$ cat src/rtl/tdm_mux16_if.sv
// tdm_mux16_if: lane-side and output-side signals of the 16-to-1 TDM collector.
// Ports: lane_data/lane_valid/lane_ack (16 producers), out_data/out_sel/out_valid/out_ready (consumer).
// Modports: slave = the multiplexer itself, master = the environment driving lanes and out_ready.
interface tdm_mux16_if #(
  parameter int DW = 5
);
  logic [16*DW-1:0] lane_data;
  logic [15:0]      lane_valid;
  logic [15:0]      lane_ack;
  logic [DW-1:0]    out_data;
  logic [3:0]       out_sel;
  logic             out_valid;
  logic             out_ready;

  modport slave (
    input  lane_data,
    input  lane_valid,
    input  out_ready,
    output lane_ack,
    output out_data,
    output out_sel,
    output out_valid
  );

  modport master (
    output lane_data,
    output lane_valid,
    output out_ready,
    input  lane_ack,
    input  out_data,
    input  out_sel,
    input  out_valid
  );
endinterface

$ cat src/rtl/tdm_mux16.sv
// tdm_mux16: round-robin 16-lane to 1 collector with a single registered output stage.
// Latency: 1 cycle from lane_valid (output able to load) to out_valid; one word per cycle sustained.
// Backpressure: out_ready=0 while full holds out_data/out_sel and forces lane_ack to zero.
// Ports: clk, rst_n (async active-low), bus (tdm_mux16_if.slave), xfer_cnt (only with TDM_MUX_STAT_EN).
// Optional feature macro: TDM_MUX_STAT_EN adds a saturating 16-bit output transfer counter.
module tdm_mux16 #(
  parameter int DW = 5
) (
  input  logic          clk,
  input  logic          rst_n,
  tdm_mux16_if.slave    bus
`ifdef TDM_MUX_STAT_EN
  ,
  output logic [15:0]   xfer_cnt
`endif
);

  // Output register occupancy doubles as the EMPTY/FULL state.
  localparam logic [0:0] ST_EMPTY = 1'b0;
  localparam logic [0:0] ST_FULL  = 1'b1;

  logic [0:0]    state_q, state_d;
  logic [DW-1:0] out_data_q, out_data_d;
  logic [3:0]    out_sel_q, out_sel_d;
  logic [3:0]    ptr_q, ptr_d;

  logic          gnt_vld;
  logic [3:0]    gnt_idx;
  logic [3:0]    scan_idx;
  logic          can_load;
  logic          load;

  // Rotating-priority search starting at ptr_q; 4-bit add wraps naturally.
  always_comb begin
    gnt_vld  = 1'b0;
    gnt_idx  = 4'd0;
    scan_idx = 4'd0;
    for (int k = 0; k < 16; k++) begin
      scan_idx = ptr_q + 4'(k);
      if (!gnt_vld && bus.lane_valid[scan_idx]) begin
        gnt_vld = 1'b1;
        gnt_idx = scan_idx;
      end
    end
  end

  // rst_n gates the load so no lane is acked while reset is held.
  assign can_load = (state_q == ST_EMPTY) || bus.out_ready;
  assign load     = rst_n && gnt_vld && can_load;

  assign bus.lane_ack = load ? (16'h0001 << gnt_idx) : 16'h0000;

  always_comb begin
    state_d    = state_q;
    out_data_d = out_data_q;
    out_sel_d  = out_sel_q;
    ptr_d      = ptr_q;
    if (load) begin
      state_d    = ST_FULL;
      out_data_d = bus.lane_data[gnt_idx*DW +: DW];
      out_sel_d  = gnt_idx;
      ptr_d      = gnt_idx + 4'd1;
    end else if ((state_q == ST_FULL) && bus.out_ready) begin
      state_d = ST_EMPTY;
    end
  end

  always_ff @(posedge clk or negedge rst_n) begin
    if (!rst_n) begin
      state_q    <= ST_EMPTY;
      out_data_q <= '0;
      out_sel_q  <= 4'd0;
      ptr_q      <= 4'd0;
    end else begin
      state_q    <= state_d;
      out_data_q <= out_data_d;
      out_sel_q  <= out_sel_d;
      ptr_q      <= ptr_d;
    end
  end

  assign bus.out_valid = (state_q == ST_FULL);
  assign bus.out_data  = out_data_q;
  assign bus.out_sel   = out_sel_q;

`ifdef TDM_MUX_STAT_EN
  logic [15:0] xfer_cnt_q;

  // Counts accepted output words; sticks at all-ones instead of wrapping.
  always_ff @(posedge clk or negedge rst_n) begin
    if (!rst_n) begin
      xfer_cnt_q <= 16'h0000;
    end else if (bus.out_valid && bus.out_ready && (xfer_cnt_q != 16'hFFFF)) begin
      xfer_cnt_q <= xfer_cnt_q + 16'h0001;
    end
  end

  assign xfer_cnt = xfer_cnt_q;
`endif

endmodule
$ cat src/flat_wrapper.sv
// flat-port wrapper written by rule: the top's interface ports become plain ports
module tdm_mux16_flat 
#(
  parameter int DW = 5
)
  (clk, rst_n, bus_lane_data, bus_lane_valid, bus_out_ready, bus_lane_ack, bus_out_data, bus_out_sel, bus_out_valid);
  tdm_mux16_if #(.DW(DW)) bus_i ();
  input  logic clk;
  input  logic rst_n;
  input wire logic [$bits(bus_i.lane_data)-1:0] bus_lane_data;
  input wire logic [$bits(bus_i.lane_valid)-1:0] bus_lane_valid;
  input wire logic [$bits(bus_i.out_ready)-1:0] bus_out_ready;
  output wire logic [$bits(bus_i.lane_ack)-1:0] bus_lane_ack;
  output wire logic [$bits(bus_i.out_data)-1:0] bus_out_data;
  output wire logic [$bits(bus_i.out_sel)-1:0] bus_out_sel;
  output wire logic [$bits(bus_i.out_valid)-1:0] bus_out_valid;
  assign bus_i.lane_data = bus_lane_data;
  assign bus_i.lane_valid = bus_lane_valid;
  assign bus_i.out_ready = bus_out_ready;
  assign bus_lane_ack = bus_i.lane_ack;
  assign bus_out_data = bus_i.out_data;
  assign bus_out_sel = bus_i.out_sel;
  assign bus_out_valid = bus_i.out_valid;
  tdm_mux16 #(.DW(DW)) u_core (.clk(clk), .rst_n(rst_n), .bus(bus_i));
endmodule
$ cat config.mk
export PLATFORM = sky130hd
export DESIGN_NAME = tdm_mux16_flat
export DESIGN_NICKNAME = d
export VERILOG_FILES = /design/src/rtl/tdm_mux16_if.sv /design/src/rtl/tdm_mux16.sv /design/src/flat_wrapper.sv
export SDC_FILE = /design/constraint.sdc
export NUM_CORES = 1
export LEC_CHECK = 0
export CORE_UTILIZATION = 51
export CTS_BUF_LIST = sky130_fd_sc_hd__clkbuf_4
export CTS_CLUSTER_SIZE = 10
export DETAILED_ROUTE_END_ITERATION = 6
export PLACE_DENSITY = 0.84
export SLEW_MARGIN = 40
export SYNTH_ARGS = -nofsm -noshare
export SYNTH_HDL_FRONTEND = slang
export SYNTH_SLANG_ARGS = --single-unit
$ cat constraint.sdc
create_clock -name clk -period 9.22 [get_ports clk]
set_clock_uncertainty 0.15 [all_clocks]
set_input_delay 2.305 -clock clk [delete_from_list [all_inputs] [get_ports clk]]
set_output_delay 2.305 -clock clk [all_outputs]
set_load 0.1 [all_outputs]
==> reports/summary.json, run 1 <==
{
  "cp_slowest_stage_delay_ns": 0.54,
  "via_count_of_the_first_global_routing_pass": 5024,
  "port_buffers": 124,
  "tritoncts_num_sinks": 14,
  "path_delay_family": "simple AND/OR/NAND/NOR gates",
  "critical_path.reg2reg.startpoint": "u_core.ptr_q[1]$_DFFE_PN0P_",
  "routedWlPerCell_um": 21.3,
  "cp.required_ns": 6.77,
  "synth_enable_flop_cells": 0,
  "cts_root_buf": "sky130_fd_sc_hd__clkbuf_4",
  "maximum_number_of_pins_on_one_net_before_global_route_repair": 37,
  "cp_data_arrival_time_ns": 6.50,
  "fmaxAchievable_mhz": 112,
  "netlist_instances": 577,
  "regArea_sq_um": 352,
  "post_dr_vias_cell": 6.75,
  "crit_path_top_delay_cell": "sky130_fd_sc_hd__clkdlybuf4s50_1",
  "synth_flop_cell": "sky130_fd_sc_hd__dfrtp_1",
  "clock_buffer_count_from_cts": 3,
  "critical_path.startpoint_type": "input port",
  "hpwlAfterDp_um": 13400,
  "grt_pass1_wl_um": 26100,
  "period_needed_ns": 8.95,
  "syn-num-nets": 684,
  "htreeDepth": 1,
  "gp_routability_congestion": 1.02,
  "antenna_cells": 0,
  "route.final.wire_length_um": 17100,
  "tightest_slew_ns": 0.738,
  "drc": 0,
  "cp_num_buf_inv": 4,
  "gr-total-overflow": 0,
  "vias": 5420,
  "ff_latch_count_synth": 14,
  "final_hold_viol_count": 0,
  "antenna_found_initial": 0,
  "fin_crit_sh_pct": 97.1,
  "ant_nets": 0,
  "cts.reportedPaths.clkPinSlew_ns": 0.08,
  "setup.worst_path.end_class": "output port",
  "die_y_um": 96.0,
  "area_growth_pct": 34.1,
  "timing.reg2reg.setup_slack_ns": 3.20,
  "worstSetupPathType": "input port to output port",
  "ys_async_sr_fraction_pct": 100,
  "die_w_um": 96.0,
  "post_synth.cell_area_avg_sq_um": 7.81,
  "multi_input_gate_area_sq_um": 3920,
  "path_common_cell": "sky130_fd_sc_hd__nand2_1",
  "max_cap_viol": 0,
  "total_count_of_max_transition_violations_in_the_final_report": 0,
  "timing.final.setup_violations": 0,
  "detailedRoute.firstPassIterationCount": 5,
  "setup_tns_ns": 0,
  "r2r-end": "u_core.bus.out_data[1]$_DFFE_PN0P_",
  "finish.net_count": 806,
  "run_status": "complete, no violations",
  "timing.slew.headroom_pct": 50.5,
  "synth.cell_area_sq_um": 4510,
  "cts.path.max_buffers": 2,
  "synth_warnings": 0,
  "synth_sequential_area_ratio_pct": 7.77,
  "nFillCells": 677,
  "hold_path_startpoint": "u_core.bus.out_sel[1]$_DFFE_PN0P_",
  "drt_iter0_markers": 489,
  "die_area_sq_um": 9220,
  "crit_path_max_fanout": 8,
  "whs_endpoint": "u_core.bus.out_sel[1]$_DFFE_PN0P_",
  "clkLatencyLatePin_ns": 0.27,
  "postCtsHoldBufs": 0,
  "crit_chain": "clkdlybuf4s50_1, mux4_2, mux2_2, mux2i_2, buf_4, nand4_1, nor3_1, nand2_1, and4_1, or3_1, nand2_1, nand2_1, inv_1, ha_1, and2_1, buf_12",
  "cts_tree": "yes",
  "post-cts-setup-buffer-count": 0,
  "worstHoldPathType": "register to register",
  "reg2regPathDepth": 18,
  "num_io_pins": 125,
  "rsz0062_at_grt": "false",
  "drive_above_1_share_pct": 20.2,
  "gr-usage-all-layers_pct": 36.9,
  "fp-row-count": 33,
  "floorplan.initialDensity_pct": 53.8,
  "synth.lib_cells_used.distinct": 81,
  "core_sq_um": 8380,
  "hold-path-cell-count": 2,
  "post_cts_sizing": 0
}
[worst max-delay path by stage]
stage,from,endpoint,slack [ns],cells after the start
6_report,bus_lane_valid[12],bus_lane_ack[15],0.27,16
5_1_grt,bus_lane_valid[15],bus_lane_ack[13],0.01,15
4_1_cts,bus_lane_valid[15],bus_lane_ack[1],0.36,14
3_5_place_dp,bus_lane_valid[15],bus_lane_ack[13],0.39,15
3_3_place_gp,bus_lane_valid[6],bus_lane_ack[1],0.42,14
2_1_floorplan,bus_lane_valid[15],bus_lane_ack[1],0.07,12
[cell usage after synthesis (8+ instances only)]
cell type | n | share of area [%]
sky130_fd_sc_hd__a21oi_1 | 32 | 3.6
sky130_fd_sc_hd__a22oi_1 | 11 | 1.8
sky130_fd_sc_hd__and3_1 | 9 | 1.2
sky130_fd_sc_hd__buf_2 | 11 | 1.2
sky130_fd_sc_hd__buf_6 | 9 | 2.2
sky130_fd_sc_hd__clkbuf_1 | 13 | 1.1
sky130_fd_sc_hd__dfrtp_1 | 14 | 7.8
sky130_fd_sc_hd__ha_1 | 8 | 2.2
sky130_fd_sc_hd__mux2_2 | 20 | 5.0
sky130_fd_sc_hd__mux2i_1 | 33 | 7.3
sky130_fd_sc_hd__mux4_2 | 20 | 10
sky130_fd_sc_hd__nand2_1 | 94 | 7.8
sky130_fd_sc_hd__nand3_1 | 25 | 2.8
sky130_fd_sc_hd__nor2_1 | 39 | 3.2
sky130_fd_sc_hd__nor2b_1 | 13 | 1.8
sky130_fd_sc_hd__nor3_1 | 9 | 1.0
sky130_fd_sc_hd__o21ai_0 | 17 | 1.9
[logic make-up (layout without fill, tap and decap cells)]
family	count (synthesis)	after routing	share of synthesized area [%]
buf+inv	46	167	5.80
simple gates	245	245	27.5
flops	14	14	7.77
fa+ha+maj	8	8	2.22
xor+xnor	14	14	2.72
compound gates	162	162	26.7
mux	88	88	27.2
[final cells by class]
| type | count | area share, % |
|---|---|---|
| Multi-Input combinational cell | 517 | 64.8 |
| Timing Repair Buffer | 155 | 26.2 |
| Sequential cell | 14 | 5.82 |
| Tap cell | 105 | 2.17 |
| Clock buffer | 4 | 0.497 |
| Inverter | 8 | 0.497 |
[cell usage in the layout (no fill, tap or decap), types with 8 or more instances in the layout]
cell type	n
sky130_fd_sc_hd__dfrtp_1	13
sky130_fd_sc_hd__nor2_1	39
sky130_fd_sc_hd__ha_1	8
sky130_fd_sc_hd__mux2i_1	33
sky130_fd_sc_hd__o21ai_0	17
sky130_fd_sc_hd__buf_4	31
sky130_fd_sc_hd__nand3_1	25
sky130_fd_sc_hd__and3_1	9
sky130_fd_sc_hd__nand2_1	94
sky130_fd_sc_hd__clkdlybuf4s50_1	98
sky130_fd_sc_hd__mux4_2	20
sky130_fd_sc_hd__buf_12	16
sky130_fd_sc_hd__nor2b_1	13
sky130_fd_sc_hd__mux2_2	20
sky130_fd_sc_hd__a22oi_1	11
sky130_fd_sc_hd__a21oi_1	32
sky130_fd_sc_hd__buf_2	10
[tightest hold or removal path, cell delays in order, from the launching register on]
cell,delay (ns)
sky130_fd_sc_hd__dfrtp_1,0.35
sky130_fd_sc_hd__nand2_1,0.05
sky130_fd_sc_hd__o21ai_0,0.06
[stage by stage]
stage	hold slack, ns	worst slack, ns	utilization (%)	cells	instance area [sq um]
2_1_floorplan	0.825	0.0718	-	577	4530
3_3_place_gp	0.316	0.421	72.3	799	6060
3_5_place_dp	0.325	0.387	71.7	799	6010
4_1_cts	0.345	0.362	72.1	803	6040
5_1_grt	0.369	0.0130	72.1	803	6040
6_report	0.339	0.268	72.1	803	6040
[layer usage]
layer  vias up  global-route usage (%)  wire length [um]
li1       2477                       -                 -
met1      2546                    46.3              6640
met2       331                    62.5              8250
met3        66                    5.85              1500
met4         0                    14.9               692
met5         -                       0                 0
[flip-flops by register name, indices dropped and copies added (netlist names)]
register	flops
u_core.ptr_q	4
u_core.bus.out_valid	1
u_core.bus.out_sel	4
u_core.bus.out_data	5
Power of run 1 is not shown: default switching activity piles up to over one toggle a cycle in this logic, so the estimate is an artifact.
==> inputs of run 2 (changes only) <==
--- a/config.mk
+++ b/config.mk
@@ -9,7 +9,9 @@
 export CTS_BUF_LIST = sky130_fd_sc_hd__clkbuf_4
 export CTS_CLUSTER_SIZE = 10
 export DETAILED_ROUTE_END_ITERATION = 6
+export GPL_ROUTABILITY_DRIVEN = 0
 export PLACE_DENSITY = 0.84
+export REMOVE_ABC_BUFFERS = 1
 export SLEW_MARGIN = 40
 export SYNTH_ARGS = -nofsm -noshare
 export SYNTH_HDL_FRONTEND = slang
==> reports/summary.json, run 2 (synthesis gave the netlist of run 1 again) <==
{
  "die_area": {"value": 9220, "unit": "sq um", "change": "unchanged"},
  "htreeDepth": {"value": 1, "change": "unchanged"},
  "setup_tns": {"value": 0, "unit": "ns", "change": "unchanged"},
  "gr-usage-all-layers": {"value": 36.2, "unit": "%", "change": "was 36.9%"},
  "die_w": {"value": 96.0, "unit": "um", "change": "unchanged"},
  "antenna_cells": {"value": 0, "change": "unchanged"},
  "worstSetupPathType": {"value": "input port to output port", "change": "unchanged"},
  "max_cap_viol": {"value": 0, "change": "unchanged"},
  "r2r-end": {"value": "u_core.bus.out_data[1]$_DFFE_PN0P_", "change": "unchanged"},
  "cts_tree": {"value": "yes", "change": "unchanged"},
  "fmaxAchievable": {"value": 111, "unit": "MHz", "change": "was 112 MHz"},
  "port_buffers": {"value": 124, "change": "unchanged"},
  "cp.required": {"value": 6.77, "unit": "ns", "change": "about the same"},
  "violations": "design-rule violations",
  "cts.path.max_buffers": {"value": 2, "change": "unchanged"},
  "crit_path_top_delay_cell": {"value": "sky130_fd_sc_hd__nor4_2", "change": "was sky130_fd_sc_hd__clkdlybuf4s50_1"},
  "detailedRoute.firstPassIterationCount": {"value": 7, "change": "was 5"},
  "post_dr_vias_cell": {"value": 7.00, "change": "was 6.75"},
  "ant_nets": {"value": 0, "change": "unchanged"},
  "hpwlAfterDp": {"value": 13200, "unit": "um", "change": "was 13400 um"},
  "cp_data_arrival_time": {"value": 6.54, "unit": "ns", "change": "was 6.50 ns"},
  "setup.worst_path.end_class": {"value": "output port", "change": "unchanged"},
  "total_count_of_max_transition_violations_in_the_final_report": {"value": 0, "change": "unchanged"},
  "drive_above_1_share": {"value": 18.2, "unit": "%", "change": "was 20.2%"},
  "timing.final.setup_violations": {"value": 0, "change": "unchanged"},
  "cp_slowest_stage_delay": {"value": 0.57, "unit": "ns", "change": "was 0.54 ns"},
  "fin_crit_sh": {"value": 97.5, "unit": "%", "change": "was 97.1%"},
  "mostFrequentLayoutCell": {"value": "sky130_fd_sc_hd__clkdlybuf4s50_1", "change": "unchanged"},
  "core": {"value": 8380, "unit": "sq um", "change": "unchanged"},
  "route.final.wire_length": {"value": 17100, "unit": "um", "change": "about the same"},
  "tritoncts_num_sinks": {"value": 14, "change": "unchanged"},
  "postCtsHoldBufs": {"value": 0, "change": "unchanged"},
  "final_cell_mix": {"value": "sky130_fd_sc_hd__clkdlybuf4s50_1 (98), sky130_fd_sc_hd__nand2_1 (94), sky130_fd_sc_hd__nor2_1 (39)", "change": "unchanged"},
  "fp-row-count": {"value": 33, "change": "unchanged"},
  "routedWlPerCell": {"value": 21.6, "unit": "um", "change": "was 21.3 um"},
  "tightest_slew": {"value": 0.883, "unit": "ns", "change": "was 0.738 ns"},
  "finalHoldWorstSlack": {"value": 0.335, "unit": "ns", "change": "was 0.339 ns"},
  "via_count_of_the_first_global_routing_pass": {"value": 5232, "change": "was 5024"},
  "nFillCells": {"value": 670, "change": "was 677"},
  "largest_register_ffs": {"value": 5, "change": "unchanged"},
  "post-cts-setup-buffer-count": {"value": 0, "change": "unchanged"},
  "area_growth": {"value": 31.7, "unit": "%", "change": "was 34.1%"},
  "worstHoldPathType": {"value": "register to register", "change": "unchanged"},
  "multi_input_gate_area": {"value": 3900, "unit": "sq um", "change": "was 3920 sq um"},
  "reg2regPathDepth": {"value": 17, "change": "was 18"},
  "post_cts_sizing": {"value": 0, "change": "unchanged"},
  "cts_root_buf": {"value": "sky130_fd_sc_hd__clkbuf_4", "change": "unchanged"},
  "final_hold_viol_count": {"value": 0, "change": "unchanged"},
  "whs_endpoint": {"value": "u_core.bus.out_sel[3]$_DFFE_PN0P_", "change": "was u_core.bus.out_sel[1]$_DFFE_PN0P_"},
  "cts.reportedPaths.clkPinSlew": {"value": 0.09, "unit": "ns", "change": "was 0.08 ns"},
  "drt_iter0_markers": {"value": 697, "change": "was 489"},
  "critical_path.reg2reg.startpoint": {"value": "u_core.ptr_q[2]$_DFFE_PN0P_", "change": "was u_core.ptr_q[1]$_DFFE_PN0P_"},
  "rsz0062_at_grt": {"value": "false", "change": "unchanged"},
  "clock_buffer_count_from_cts": {"value": 3, "change": "unchanged"},
  "period_needed": {"value": 8.99, "unit": "ns", "change": "was 8.95 ns"},
  "gr-total-overflow": {"value": 0, "change": "unchanged"},
  "drc": {"value": 1, "change": "was 0"},
  "antenna_found_initial": {"value": 0, "change": "unchanged"},
  "timing.slew.headroom": {"value": 40.9, "unit": "%", "change": "was 50.5%"},
  "critical_path.startpoint_type": {"value": "input port", "change": "unchanged"},
  "timing.reg2reg.setup_slack": {"value": 2.77, "unit": "ns", "change": "was 3.20 ns"},
  "clkLatencyLatePin": {"value": 0.30, "unit": "ns", "change": "was 0.27 ns"},
  "num_io_pins": {"value": 125, "change": "unchanged"},
  "finish.net_count": {"value": 794, "change": "was 806"},
  "vias": {"value": 5540, "change": "was 5420"},
  "crit_chain": {"value": "clkdlybuf4s50_1, mux4_2, mux2_2, mux2i_2, nand3_1, nor4_2, a22oi_1, o22ai_1, o21ai_1, or3_1, nor3_1, buf_12", "change": "was clkdlybuf4s50_1, mux4_2, mux2_2, mux2i_2, buf_4, nand4_1, nor3_1, nand2_1, and4_1, or3_1, nand2_1, nand2_1, inv_1, ha_1, and2_1, buf_12"},
  "grt_pass1_wl": {"value": 26100, "unit": "um", "change": "about the same"},
  "crit_path_max_fanout": {"value": 9, "change": "was 8"},
  "hold_path_startpoint": {"value": "u_core.bus.out_sel[3]$_DFFE_PN0P_", "change": "was u_core.bus.out_sel[1]$_DFFE_PN0P_"},
  "maximum_number_of_pins_on_one_net_before_global_route_repair": {"value": 37, "change": "unchanged"},
  "run_status": {"value": "finished with violations", "change": "was complete, no violations"},
  "regArea": {"value": 350, "unit": "sq um", "change": "was 352 sq um"},
  "floorplan.initialDensity": {"value": 53.8, "unit": "%", "change": "unchanged"},
  "hold-path-cell-count": {"value": 1, "change": "was 2"},
  "die_y": {"value": 96.0, "unit": "um", "change": "unchanged"}
}
## run 2: worst max path at each step
stage               depth (start not counted)  slack [ns]                         from              end
floorplan                                  11       -1.03  u_core.ptr_q[0]$_DFFE_PN0P_  bus_lane_ack[0]
global placement                           14        0.45            bus_lane_valid[7]  bus_lane_ack[7]
global route                               14        0.03            bus_lane_valid[7]  bus_lane_ack[0]
detailed placement                         12        0.25           bus_lane_valid[15]  bus_lane_ack[8]
finish                                     12        0.23           bus_lane_valid[15]  bus_lane_ack[8]
CTS                                        12        0.24           bus_lane_valid[15]  bus_lane_ack[8]
## run 2: metal layers
layer  vias to the layer above  global-route usage, %  part of all wire [%]
met4                         0                   16.0                   4.4
met3                        94                   7.90                    11
met1                      2548                   45.7                    38
met2                       441                   59.0                    47
met5                         -                      0                     0
li1                       2457                      -                     -
## run 2: final cells by class
type                            instances  share of cell area [%]
Timing Repair Buffer                  143                    25.2
Clock buffer                            3                   0.379
Clock inverter                          1                  0.0632
Sequential cell                        14                    5.90
Tap cell                              105                    2.21
Multi-Input combinational cell        517                    65.8
Inverter                                8                   0.506
## run 2: stage by stage
step           cells  util, %  setup WS (ns)  area [sq um]
6_report         791     70.8          0.228          5940
3_5_place_dp     787     70.4          0.248          5900
3_3_place_gp     787     71.0          0.451          5950
2_1_floorplan    539        -          -1.03          4280
4_1_cts          791     70.7          0.236          5930
5_1_grt          791     70.8         0.0289          5940
## run 2: worst max-delay path: cells and delay by family
family / cells / cell delay [ns]
compound gates: 3 / 0.48
buf+inv: 2 / 0.78
mux: 3 / 1.41
simple gates: 4 / 1.56
Power of run 2 is left out for the same reason.
